==> config.mk <==
export PLATFORM = sky130hd
export DESIGN_NAME = id_ex_stage
export DESIGN_NICKNAME = d
export VERILOG_FILES = /design/src/rtl/id_ex_stage.sv
export SDC_FILE = /design/constraint.sdc
export NUM_CORES = 1
export LEC_CHECK = 0
export ABC_AREA = 1
export BUFFER_PORTS_ARGS = -buffer_cell sky130_fd_sc_hd__buf_2
export CORE_AREA = 2 2 140 142
export CTS_CLUSTER_SIZE = 40
export DETAILED_ROUTE_END_ITERATION = 10
export DIE_AREA = 0 0 142 144
export HOLD_SLACK_MARGIN = 0.03
export SLEW_MARGIN = 20
export SYNTH_ARGS = -nofsm -noshare
export SYNTH_HDL_FRONTEND = slang
export SYNTH_SLANG_ARGS = --single-unit
==> constraint.sdc <==
create_clock -name clk -period 8.1 [get_ports clk]
set_input_delay 1.62 -clock clk [delete_from_list [all_inputs] [get_ports clk]]
set_output_delay 1.62 -clock clk [all_outputs]
set_load 0.03 [all_outputs]
==> src/rtl/id_ex_stage.sv <==
// ID/EX pipeline register with load-use hazard detection, WB write-through bypass and branch flush.
// Latency: one cycle from id_* to ex_*; pc_write/ifid_write are combinational from ex_* and id_*.
// Backpressure: on a load-use hazard, PC and IF/ID freeze for one cycle and a zero-control bubble enters EX.
//
// Ports:
//   clk, rst                      clock, asynchronous active-high reset
//   id_rs/rt/rd, id_data1/2       decode indices and register-file read data
//   id_imm, id_pc4, id_ctrl       immediate, PC+4, control bundle
//                                 (ctrl: 0 regWrite, 1 memRead, 2 memWrite, 3 memToReg, 4 aluSrc, 5 regDst, 7:6 aluOp)
//   flush                         branch/jump taken, squash the decoding instruction
//   wb_regWrite, wb_rd, wb_data   write-back port, bypassed into the captured operands
//   ex_*                          registered outputs to EX
//   pc_write, ifid_write          0 freezes PC and IF/ID
//   stall_count                   saturating count of stall cycles
module id_ex_stage #(
  parameter int DW  = 32,
  parameter int CW  = 8,
  parameter int SCW = 16
) (
  input  logic           clk,
  input  logic           rst,
  input  logic [4:0]     id_rs,
  input  logic [4:0]     id_rt,
  input  logic [4:0]     id_rd,
  input  logic [DW-1:0]  id_data1,
  input  logic [DW-1:0]  id_data2,
  input  logic [DW-1:0]  id_imm,
  input  logic [DW-1:0]  id_pc4,
  input  logic [CW-1:0]  id_ctrl,
  input  logic           flush,
  input  logic           wb_regWrite,
  input  logic [4:0]     wb_rd,
  input  logic [DW-1:0]  wb_data,
  output logic [4:0]     ex_rs,
  output logic [4:0]     ex_rt,
  output logic [4:0]     ex_rd,
  output logic [DW-1:0]  ex_data1,
  output logic [DW-1:0]  ex_data2,
  output logic [DW-1:0]  ex_imm,
  output logic [DW-1:0]  ex_pc4,
  output logic [CW-1:0]  ex_ctrl,
  output logic           pc_write,
  output logic           ifid_write,
  output logic [SCW-1:0] stall_count
);

  logic          stall;
  logic [DW-1:0] byp1;
  logic [DW-1:0] byp2;

  // The register file writes on the same edge we capture, and its read ports
  // do not re-evaluate, so a same-cycle write-back must be forwarded here.
  // Register 0 is hardwired and never forwarded.
  always_comb begin
    byp1 = id_data1;
    byp2 = id_data2;
    if (wb_regWrite && (wb_rd != 5'd0) && (wb_rd == id_rs)) byp1 = wb_data;
    if (wb_regWrite && (wb_rd != 5'd0) && (wb_rd == id_rt)) byp2 = wb_data;
  end

  // A load in EX whose destination is a source of the decoding instruction
  // cannot be forwarded in time; hold decode for one cycle.
  assign stall = ex_ctrl[1] && (ex_rt != 5'd0) &&
                 ((ex_rt == id_rs) || (ex_rt == id_rt));

  // A taken branch must redirect the PC even if a stall is also pending.
  assign pc_write   = ~stall | flush;
  assign ifid_write = ~stall | flush;

  always_ff @(posedge clk or posedge rst) begin
    if (rst) begin
      ex_rs       <= '0;
      ex_rt       <= '0;
      ex_rd       <= '0;
      ex_data1    <= '0;
      ex_data2    <= '0;
      ex_imm      <= '0;
      ex_pc4      <= '0;
      ex_ctrl     <= '0;
      stall_count <= '0;
    end else begin
      // Indices and data always load; only the control bundle is zeroed
      // for a flush or a bubble, which makes the EX instruction inert.
      ex_rs    <= id_rs;
      ex_rt    <= id_rt;
      ex_rd    <= id_rd;
      ex_data1 <= byp1;
      ex_data2 <= byp2;
      ex_imm   <= id_imm;
      ex_pc4   <= id_pc4;
      ex_ctrl  <= (flush || stall) ? '0 : id_ctrl;
      if (stall && !flush && (stall_count != {SCW{1'b1}}))
        stall_count <= stall_count + {{(SCW-1){1'b0}}, 1'b1};
    end
  end

endmodule

==> flow_summary.json, run 1 <==
{
  "worst_pin_slew_ns": 0.930,
  "area_growth_syn_to_layout_pct": 45.0,
  "post_route_cells_drive_above_1_share": 0.446,
  "num_vias": 4895,
  "synth_common_cells": "dfrtp_1 (167), nand2_1 (151), o21ai_1 (66), inv_1 (60), nor2_1 (23)",
  "synthesis.area_mm2": 0.00594,
  "crit-reg2reg-launch": "stall_count[0]$_DFFE_PP0P_",
  "synthesis.nets": 736,
  "route.final.wire_length_um": 17500,
  "worstHoldPathType": "reg -> reg",
  "fillCellCount": 1817,
  "die_area_mm2": 0.0204,
  "cts_resized": 0,
  "synth_async_sr_flop_share": 1.00,
  "endpoint_kind": "output port",
  "clock_skew_ns": 0.00692,
  "route.detailed.drc": 0,
  "yosysUniqueCellTypes": 21,
  "synth.yosys.seq_area_share": 0.704,
  "synth_edf_count": 0,
  "multiInputGateArea_mm2": 0.00143,
  "drt-pass1-iter-count": 4,
  "postLayoutCoreUtil": 0.451,
  "startpoint": "id_rs[0]",
  "final_instance_area_mm2": 0.00861,
  "detailedPlace.worstSlack_ns": 3.93,
  "drt.antenna.violating_nets": 0,
  "first_global_vias": 4757,
  "cells_after_synth": 543,
  "ff2ff_setup_slack_ns": 6.24,
  "setup_total_negative_slack_ns": 0,
  "post_cts_buffers": 0,
  "final.period_utilization": 0.515,
  "insertion_delay_ns": 0.41,
  "cts.htree.levels": 4,
  "hold_violation_count_in_the_final_report": 0,
  "worstPathMaxFanout": 4,
  "worst-setup-path-type": "in -> out",
  "grt_setup_unrepaired": "false",
  "tritoncts": "yes",
  "cts.root.buffer_cell": "clkbuf_16",
  "drv_slew": 0,
  "num_io_pins": 361,
  "numCtsBuffers": 17,
  "setup_slack_ns": 3.93,
  "ctsLongestPathBuffers": 2,
  "synth_warnings": 0,
  "fp.dieW_um": 142,
  "avgSynthCellArea_um2": 10.9,
  "grt.overflow.total": 0,
  "synth_top_area_frac": 0.704,
  "dr.first_iter.drc_count": 192,
  "worstSetupEndpoint": "pc_write",
  "capture_point_of_the_worst_reg_to_reg_path": "stall_count[1]$_DFFE_PP0P_",
  "ys.flop_type": "dfrtp_1",
  "layout.nets": 1103,
  "fmax_mhz": 240,
  "cp-start-kind": "input port",
  "route.detailed.wl_per_inst_um": 15.1,
  "clock-sinks": 167,
  "postSynthRegisterBits": 167,
  "netlist.top_cell.by_area": "dfrtp_1",
  "initial_antenna_violation_count": 1,
  "num_rows": 51,
  "dpl-instance-area_mm2": 0.00798,
  "core-area_mm2": 0.0191,
  "power.leakage_uw": 0.00477,
  "timing.reg2reg.worst_path_depth": 7,
  "ir_drop_mv": 0.138,
  "synth.area.top_cells": "dfrtp_1 (70%), nand2_1 (9.5%), o21ai_1 (5.6%), inv_1 (3.8%), xnor2_1 (2.2%)",
  "flip_flop_and_latch_area_mm2": 0.00418,
  "timing.final.setup_violations": 0,
  "min_period_ns": 4.17,
  "cap_viol_max_count": 0,
  "worst_slew_margin": 0.380,
  "status": "finished, final reports clean",
  "place.gp.congestion": 0.830,
  "chipHeight_um": 144,
  "p_per_area_mw_per_mm2": 232,
  "grt_pass1_wl_um": 26100,
  "clk_pin_slew_worst_paths_ns": 0.07,
  "starting_density_of_the_core": 0.311,
  "grt_start_max_net_pins": 96,
  "required_ns": 6.48,
  "critPathArrivalTime_ns": 2.55,
  "holdBufCountCts": 0,
  "viasPerCell": 4.21,
  "place_hpwl_um": 13700,
  "placement.io_buffers": 360,
  "post-synth-top-count-cell": "dfrtp_1",
  "global_route.usage.total": 0.169
}
-- metal layers --
metal,vias up,share of wire,global-route usage,wire length (um)
met3,28,0.076,0.0526,1330
met4,0,0.020,0.0595,356
met2,212,0.50,0.288,8690
met1,2235,0.41,0.204,7140
li1,2420,-,-,-
met5,-,0,0,0
-- cells by family (layout without fill, tap and decap cells) --
kind of cell | count (synthesis) | count (layout) | share of synthesized area
and+or+nand+nor | 202 | 202 | 0.144
xor gates and xnor gates | 26 | 26 | 0.0383
AOI/OAI and AO/OA | 66 | 66 | 0.0556
buffers and inverters | 81 | 461 | 0.0562
other | 0 | 2 | 0
adders and majority gates | 1 | 1 | 0.00211
DFF | 167 | 167 | 0.704
-- report_power, final --
part | total [uW] | switching, uW | internal, uW | leakage, uW
clock | 837 | 386 | 451 | 0.000306
combinational | 267 | 182 | 84.7 | 0.00248
sequential | 894 | 16.6 | 878 | 0.00199
total | 2000 | 585 | 1410 | 0.00477
-- cell type report --
type,count,area share
Clock inverter,15,0.0235
Timing Repair Buffer,363,0.212
Tap cell,238,0.0346
Clock buffer,17,0.0494
Antenna cell,2,0.000581
Inverter,66,0.0293
Sequential cell,167,0.485
Multi-Input combinational cell,295,0.166
-- metrics by stage --
step	total power, uW	hold WS, ns	std cells
final	2000	0.508	1163
after global routing	2090	0.561	1162
after CTS	2030	0.509	1161
after detailed placement	1180	0.490	1129
after global placement	1180	0.493	1129
after floorplan	1060	0.667	543
-- state kept, by name, summed over array words and instances, names as in the netlist --
name,cells
ex_ctrl,8
ex_data1,32
ex_data2,32
ex_imm,32
ex_pc4,32
ex_rd,5
ex_rs,5
ex_rt,5
stall_count,16
-- how the worst min path moves through the flow --
stage / from / endpoint / slack [ns] / depth (start not counted)
2_1_floorplan: stall_count[8]$_DFFE_PP0P_ / stall_count[8]$_DFFE_PP0P_ / 0.67 / 2
3_3_place_gp: stall_count[8]$_DFFE_PP0P_ / stall_count[8]$_DFFE_PP0P_ / 0.49 / 2
5_1_grt: stall_count[8]$_DFFE_PP0P_ / stall_count[8]$_DFFE_PP0P_ / 0.56 / 2
3_5_place_dp: stall_count[8]$_DFFE_PP0P_ / stall_count[8]$_DFFE_PP0P_ / 0.49 / 2
4_1_cts: stall_count[8]$_DFFE_PP0P_ / stall_count[8]$_DFFE_PP0P_ / 0.51 / 2
6_report: stall_count[8]$_DFFE_PP0P_ / stall_count[8]$_DFFE_PP0P_ / 0.51 / 2
-- critical path: stages --
cell	delay [ns]
buf_2	0.11
inv_1	0.05
nand2_1	0.06
nand2_1	0.05
nor2_1	0.12
nand3_1	0.11
nand2_2	0.14
nand3_4	0.10
buf_2	0.19
-- cell usage in the layout, fill, tap and decap left out, types with 4 or more instances in the layout --
cell type and instances:
buf_2 360, dfrtp_1 167, nand2_1 151, o21ai_1 66, inv_1 59, nor2_1 23, clkbuf_16 17, xnor2_1 15
xor2_1 11, nand3_1 10, inv_2 6, nor3_1 6, inv_8 5, clkinv_8 4
Power figures use the tool's default switching activity.
==> run 2: changes to the inputs <==
Clock period 8.1 ns to 4.08 ns, I/O delays scaled along.
==> flow_summary.json, run 2 (same netlist as run 1, synthesis figures left out) <==
{
  "status": "finished, final reports clean",
  "first_global_vias": 4599,
  "multiInputGateArea_mm2": 0.00143,
  "numCtsBuffers": 17,
  "required_ns": 3.26,
  "post_cts_buffers": 0,
  "flip_flop_and_latch_area_mm2": 0.00418,
  "place.gp.congestion": 0.823,
  "final.period_utilization": 0.619,
  "viasPerCell": 4.15,
  "endpoint_kind": "output port",
  "hold_violation_count_in_the_final_report": 0,
  "post_route_cells_drive_above_1_share": 0.448,
  "antennaDiodeCount": 0,
  "worstSetupEndpoint": "pc_write",
  "die_area_mm2": 0.0204,
  "timing.reg2reg.worst_path_depth": 7,
  "ff2ff_setup_slack_ns": 2.21,
  "fmax_mhz": 396,
  "final_instance_area_mm2": 0.00863,
  "delay_of_the_slowest_cell_on_the_worst_path_ns": 0.19,
  "worst_pin_slew_ns": 0.898,
  "global_route.usage.total": 0.169,
  "layout.cells.most_common_list": "buf_2 (360), dfrtp_1 (167), nand2_1 (151)",
  "setup_slack_ns": 1.55,
  "area_growth_syn_to_layout_pct": 45.4,
  "num_vias": 4829,
  "starting_density_of_the_core": 0.311,
  "grt_setup_unrepaired": "false",
  "grt.overflow.total": 0,
  "fillCellCount": 1836,
  "dr.first_iter.drc_count": 209,
  "cts_resized": 0,
  "drt-pass1-iter-count": 4,
  "worstPathMaxFanout": 4,
  "holdBufCountCts": 0,
  "detailedPlace.worstSlack_ns": 1.15,
  "worst_slew_margin": 0.401,
  "worstPathCellList": "buf_2 > inv_1 > nand2_1 > nand2_1 > nor2_1 > nand3_1 > nand2_2 > nand3_4 > buf_2",
  "startpoint": "id_rt[3]",
  "crit_slowest_cell": "buf_2",
  "cap_viol_max_count": 0,
  "drt.antenna.violating_nets": 0,
  "place_hpwl_um": 13600,
  "num_io_pins": 361,
  "route.detailed.drc": 0,
  "power.leakage_uw": 0.00478,
  "min_period_ns": 2.53,
  "drv_slew": 0,
  "ir_drop_mv": 0.278,
  "fp.dieW_um": 142,
  "insertion_delay_ns": 0.41,
  "num_rows": 51,
  "grt_start_max_net_pins": 64,
  "chipHeight_um": 144,
  "most_common_cell_after_layout_fill_and_taps_aside": "buf_2",
  "postLayoutCoreUtil": 0.453,
  "route.final.wire_length_um": 17500,
  "initial_antenna_violation_count": 0,
  "clock_skew_ns": 0.00708,
  "worstHoldPathType": "in -> async",
  "route.detailed.wl_per_inst_um": 15.1,
  "setup_total_negative_slack_ns": 0,
  "clock-sinks": 167,
  "timing.final.setup_violations": 0,
  "worst_hold_slack_ns": 0.361,
  "layout.nets": 1105,
  "grt_pass1_wl_um": 25900,
  "dpl-instance-area_mm2": 0.00801,
  "tritoncts": "yes",
  "core-area_mm2": 0.0191,
  "ctsLongestPathBuffers": 2,
  "p_per_area_mw_per_mm2": 455,
  "critPathArrivalTime_ns": 1.71,
  "crit-reg2reg-launch": "stall_count[0]$_DFFE_PP0P_",
  "cts.htree.levels": 4,
  "clk_pin_slew_worst_paths_ns": 0.07,
  "cp-start-kind": "input port",
  "worst-setup-path-type": "in -> out",
  "placement.io_buffers": 360,
  "cts.root.buffer_cell": "clkbuf_16",
  "capture_point_of_the_worst_reg_to_reg_path": "stall_count[2]$_DFFE_PP0P_"
}
## run 2: cell count changes in the layout (fill, tap and decap cells not counted), sizes merged
cell,change
clkinv,-1
clkinvlp,+2
buf,+2
inv,-1
diode,-2
## run 2: how the worst min path moves through the flow
| stage | startpoint | to | slack (ns) |
|---|---|---|---|
| global placement | stall_count[8]$_DFFE_PP0P_ | stall_count[8]$_DFFE_PP0P_ | 0.49 |
| floorplan | stall_count[8]$_DFFE_PP0P_ | stall_count[8]$_DFFE_PP0P_ | 0.67 |
| global route | rst | ex_imm[1]$_DFF_PP0_ | 0.36 |
| detailed placement | stall_count[8]$_DFFE_PP0P_ | stall_count[8]$_DFFE_PP0P_ | 0.49 |
| finish | rst | ex_imm[1]$_DFF_PP0_ | 0.36 |
| CTS | id_pc4[9] | ex_pc4[9]$_DFF_PP0_ | 0.47 |
## run 2: power by group
| group | leakage [uW] | switching, uW | total (uW) | internal [uW] |
|---|---|---|---|---|
| Combinational | 0.00250 | 361 | 534 | 173 |
| Clock | 0.000293 | 743 | 1620 | 878 |
| Sequential | 0.00199 | 33.4 | 1780 | 1740 |
## run 2: final cells by class
| type | count | share of cell area |
|---|---|---|
| repair buffers | 365 | 0.217 |
| clock buffers | 17 | 0.0493 |
| multi-input cells | 295 | 0.165 |
| well taps | 238 | 0.0345 |
| inverters | 66 | 0.0291 |
| flip-flops and latches | 167 | 0.484 |
| clock inverters | 15 | 0.0206 |
## run 2: stage by stage
stage | power (uW) | cells
4_1_cts | 3990 | 1162
5_1_grt | 4110 | 1163
3_3_place_gp | 2350 | 1130
6_report | 3930 | 1163
2_1_floorplan | 2110 | 543
3_5_place_dp | 2350 | 1130
## run 2: per-layer routing
| metal | global-route usage | up-vias | wire [um] |
|---|---|---|---|
| met5 | 0 | - | 0 |
| met3 | 0.0507 | 26 | 1260 |
| met1 | 0.213 | 2185 | 7190 |
| li1 | - | 2414 | - |
| met4 | 0.0547 | 0 | 331 |
| met2 | 0.279 | 204 | 8730 |
## run 2: critical path: cells and delay by family
| family | cells | cell delay [ns] |
|---|---|---|
| simple gates | 6 | 0.52 |
| buf+inv | 3 | 0.38 |
==> run 3: changes to the inputs <==
Clock period 4.08 ns to 2.6 ns, I/O delays scaled along.
==> flow_summary.json, run 3 (same netlist as run 1, synthesis figures left out) <==
{
  "status": "finished, final reports clean",
  "grt_setup_unrepaired": "false",
  "tritoncts": "yes",
  "layout.nets": 1109,
  "worst-setup-path-type": "reg -> out",
  "postLayoutCoreUtil": 0.455,
  "core-area_mm2": 0.0191,
  "grt.overflow.total": 0,
  "delay_of_the_slowest_cell_on_the_worst_path_ns": 0.41,
  "fmax_mhz": 459,
  "post_cts_buffers": 0,
  "worstPathMaxFanout": 4,
  "most_common_cell_after_layout_fill_and_taps_aside": "buf_2",
  "p_per_area_mw_per_mm2": 705,
  "setup_slack_ns": 0.422,
  "worstPathCellList": "inv_1 > nand4_1 > o21ai_1 > inv_2 > nand3_4 > buf_2",
  "cap_viol_max_count": 0,
  "numCtsBuffers": 17,
  "capture_point_of_the_worst_reg_to_reg_path": "stall_count[8]$_DFFE_PP0P_",
  "global_route.usage.total": 0.173,
  "num_rows": 51,
  "clk_pin_slew_worst_paths_ns": 0.08,
  "timing.reg2reg.worst_path_depth": 7,
  "drt-pass1-iter-count": 4,
  "route.final.wire_length_um": 17600,
  "detailedPlace.worstSlack_ns": 0.443,
  "insertion_delay_ns": 0.43,
  "hold_path_end": "ex_pc4[29]$_DFF_PP0_",
  "crit-reg2reg-launch": "stall_count[0]$_DFFE_PP0P_",
  "final.period_utilization": 0.838,
  "worst_pin_slew_ns": 0.700,
  "post_route_cells_drive_above_1_share": 0.450,
  "place_hpwl_um": 14100,
  "post-place-cells": 1135,
  "die_area_mm2": 0.0204,
  "start_point_of_the_worst_hold_path": "id_pc4[29]",
  "grt_pass1_wl_um": 26500,
  "setup_total_negative_slack_ns": 0,
  "first_global_vias": 4765,
  "endpoint_kind": "output port",
  "ir_drop_mv": 0.400,
  "viasPerCell": 4.25,
  "cts.htree.levels": 4,
  "route.detailed.wl_per_inst_um": 15.1,
  "critPathArrivalTime_ns": 1.66,
  "clock-sinks": 167,
  "holdBufCountCts": 0,
  "hold_violation_count_in_the_final_report": 0,
  "area_growth_syn_to_layout_pct": 46.3,
  "worst_hold_slack_ns": 0.191,
  "ff2ff_setup_slack_ns": 0.74,
  "required_ns": 2.08,
  "cp-start-kind": "flop",
  "worstHoldPathType": "in -> reg",
  "route.detailed.drc": 0,
  "min_period_ns": 2.18,
  "grt_start_max_net_pins": 57,
  "dr.first_iter.drc_count": 184,
  "layout.cells.most_common_list": "buf_2 (360), dfrtp_1 (167), nand2_1 (151)",
  "clock_skew_ns": 0.00912,
  "crit_slowest_cell": "dfrtp_1",
  "initial_antenna_violation_count": 0,
  "place.gp.congestion": 0.853,
  "cp_top_family": "flip-flops",
  "starting_density_of_the_core": 0.311,
  "timing.final.setup_violations": 0,
  "cts.root.buffer_cell": "clkbuf_16",
  "chipHeight_um": 144,
  "fp.dieW_um": 142,
  "power.leakage_uw": 0.00481,
  "num_vias": 4965,
  "antennaDiodeCount": 0,
  "path_depth": 6,
  "drv_slew": 0,
  "cts_resized": 0,
  "drt.antenna.violating_nets": 0,
  "worst_slew_margin": 0.532,
  "worst_hold_path.num_cells": 1,
  "final-instance-count-excl-fill": 1167,
  "num_io_pins": 361,
  "ctsLongestPathBuffers": 2,
  "worstPathBufferInverterCount": 3,
  "placement.io_buffers": 360
}
run 3: area by class of cell:
class,instances,area [um2]
Clock inverter,15,178
Tap cell,238,298
Timing Repair Buffer,369,1930
Fill cell,1824,10400
Clock buffer,17,425
Multi-Input combinational cell,295,1430
Inverter,66,251
Sequential cell,167,4180
run 3: worst max path at each step:
stage	start	endpoint	slack [ns]
6_report	ex_rt[2]$_DFF_PP0_	pc_write	0.42
5_1_grt	ex_rt[2]$_DFF_PP0_	pc_write	0.26
4_1_cts	ex_rt[2]$_DFF_PP0_	pc_write	0.40
3_5_place_dp	wb_rd[0]	ex_data1[1]$_DFF_PP0_	0.44
3_3_place_gp	wb_rd[0]	ex_data1[26]$_DFF_PP0_	0.46
2_1_floorplan	rst	ex_ctrl[0]$_DFF_PP0_	-0.05
run 3: report_power, final:
part | leakage, uW | switching, uW | internal (uW)
combinational | 0.00253 | 572 | 276
sequential | 0.00199 | 52.5 | 2740
clock | 0.000290 | 1190 | 1300
total | 0.00481 | 1820 | 4310
run 3: worst register-to-register path: stages, from the launching register on:
cell and delay, ns:
dfrtp_1 0.45, ha_1 0.27, nand3_1 0.18, inv_2 0.07, nand4_2 0.13, nand4_2 0.39
nand2_1 0.18, nand2_1 0.06
run 3: layer usage:
layer  wire length, um  vias to the layer above  share of wire  track usage
met1              7110                     2320           0.40        0.215
li1                  -                     2429              -            -
met2              9040                      193           0.51        0.291
met5                 0                        -              0            0
met4               367                        0          0.021       0.0689
met3              1120                       23          0.063       0.0411
run 3: per-stage QoR:
| step | cell area [um2] | total power, uW |
|---|---|---|
| after global placement | 8090 | 3690 |
| after floorplan | 5940 | 3310 |
| after global routing | 8690 | 6410 |
| after CTS | 8690 | 6240 |
| final | 8690 | 6130 |
| after detailed placement | 8090 | 3700 |
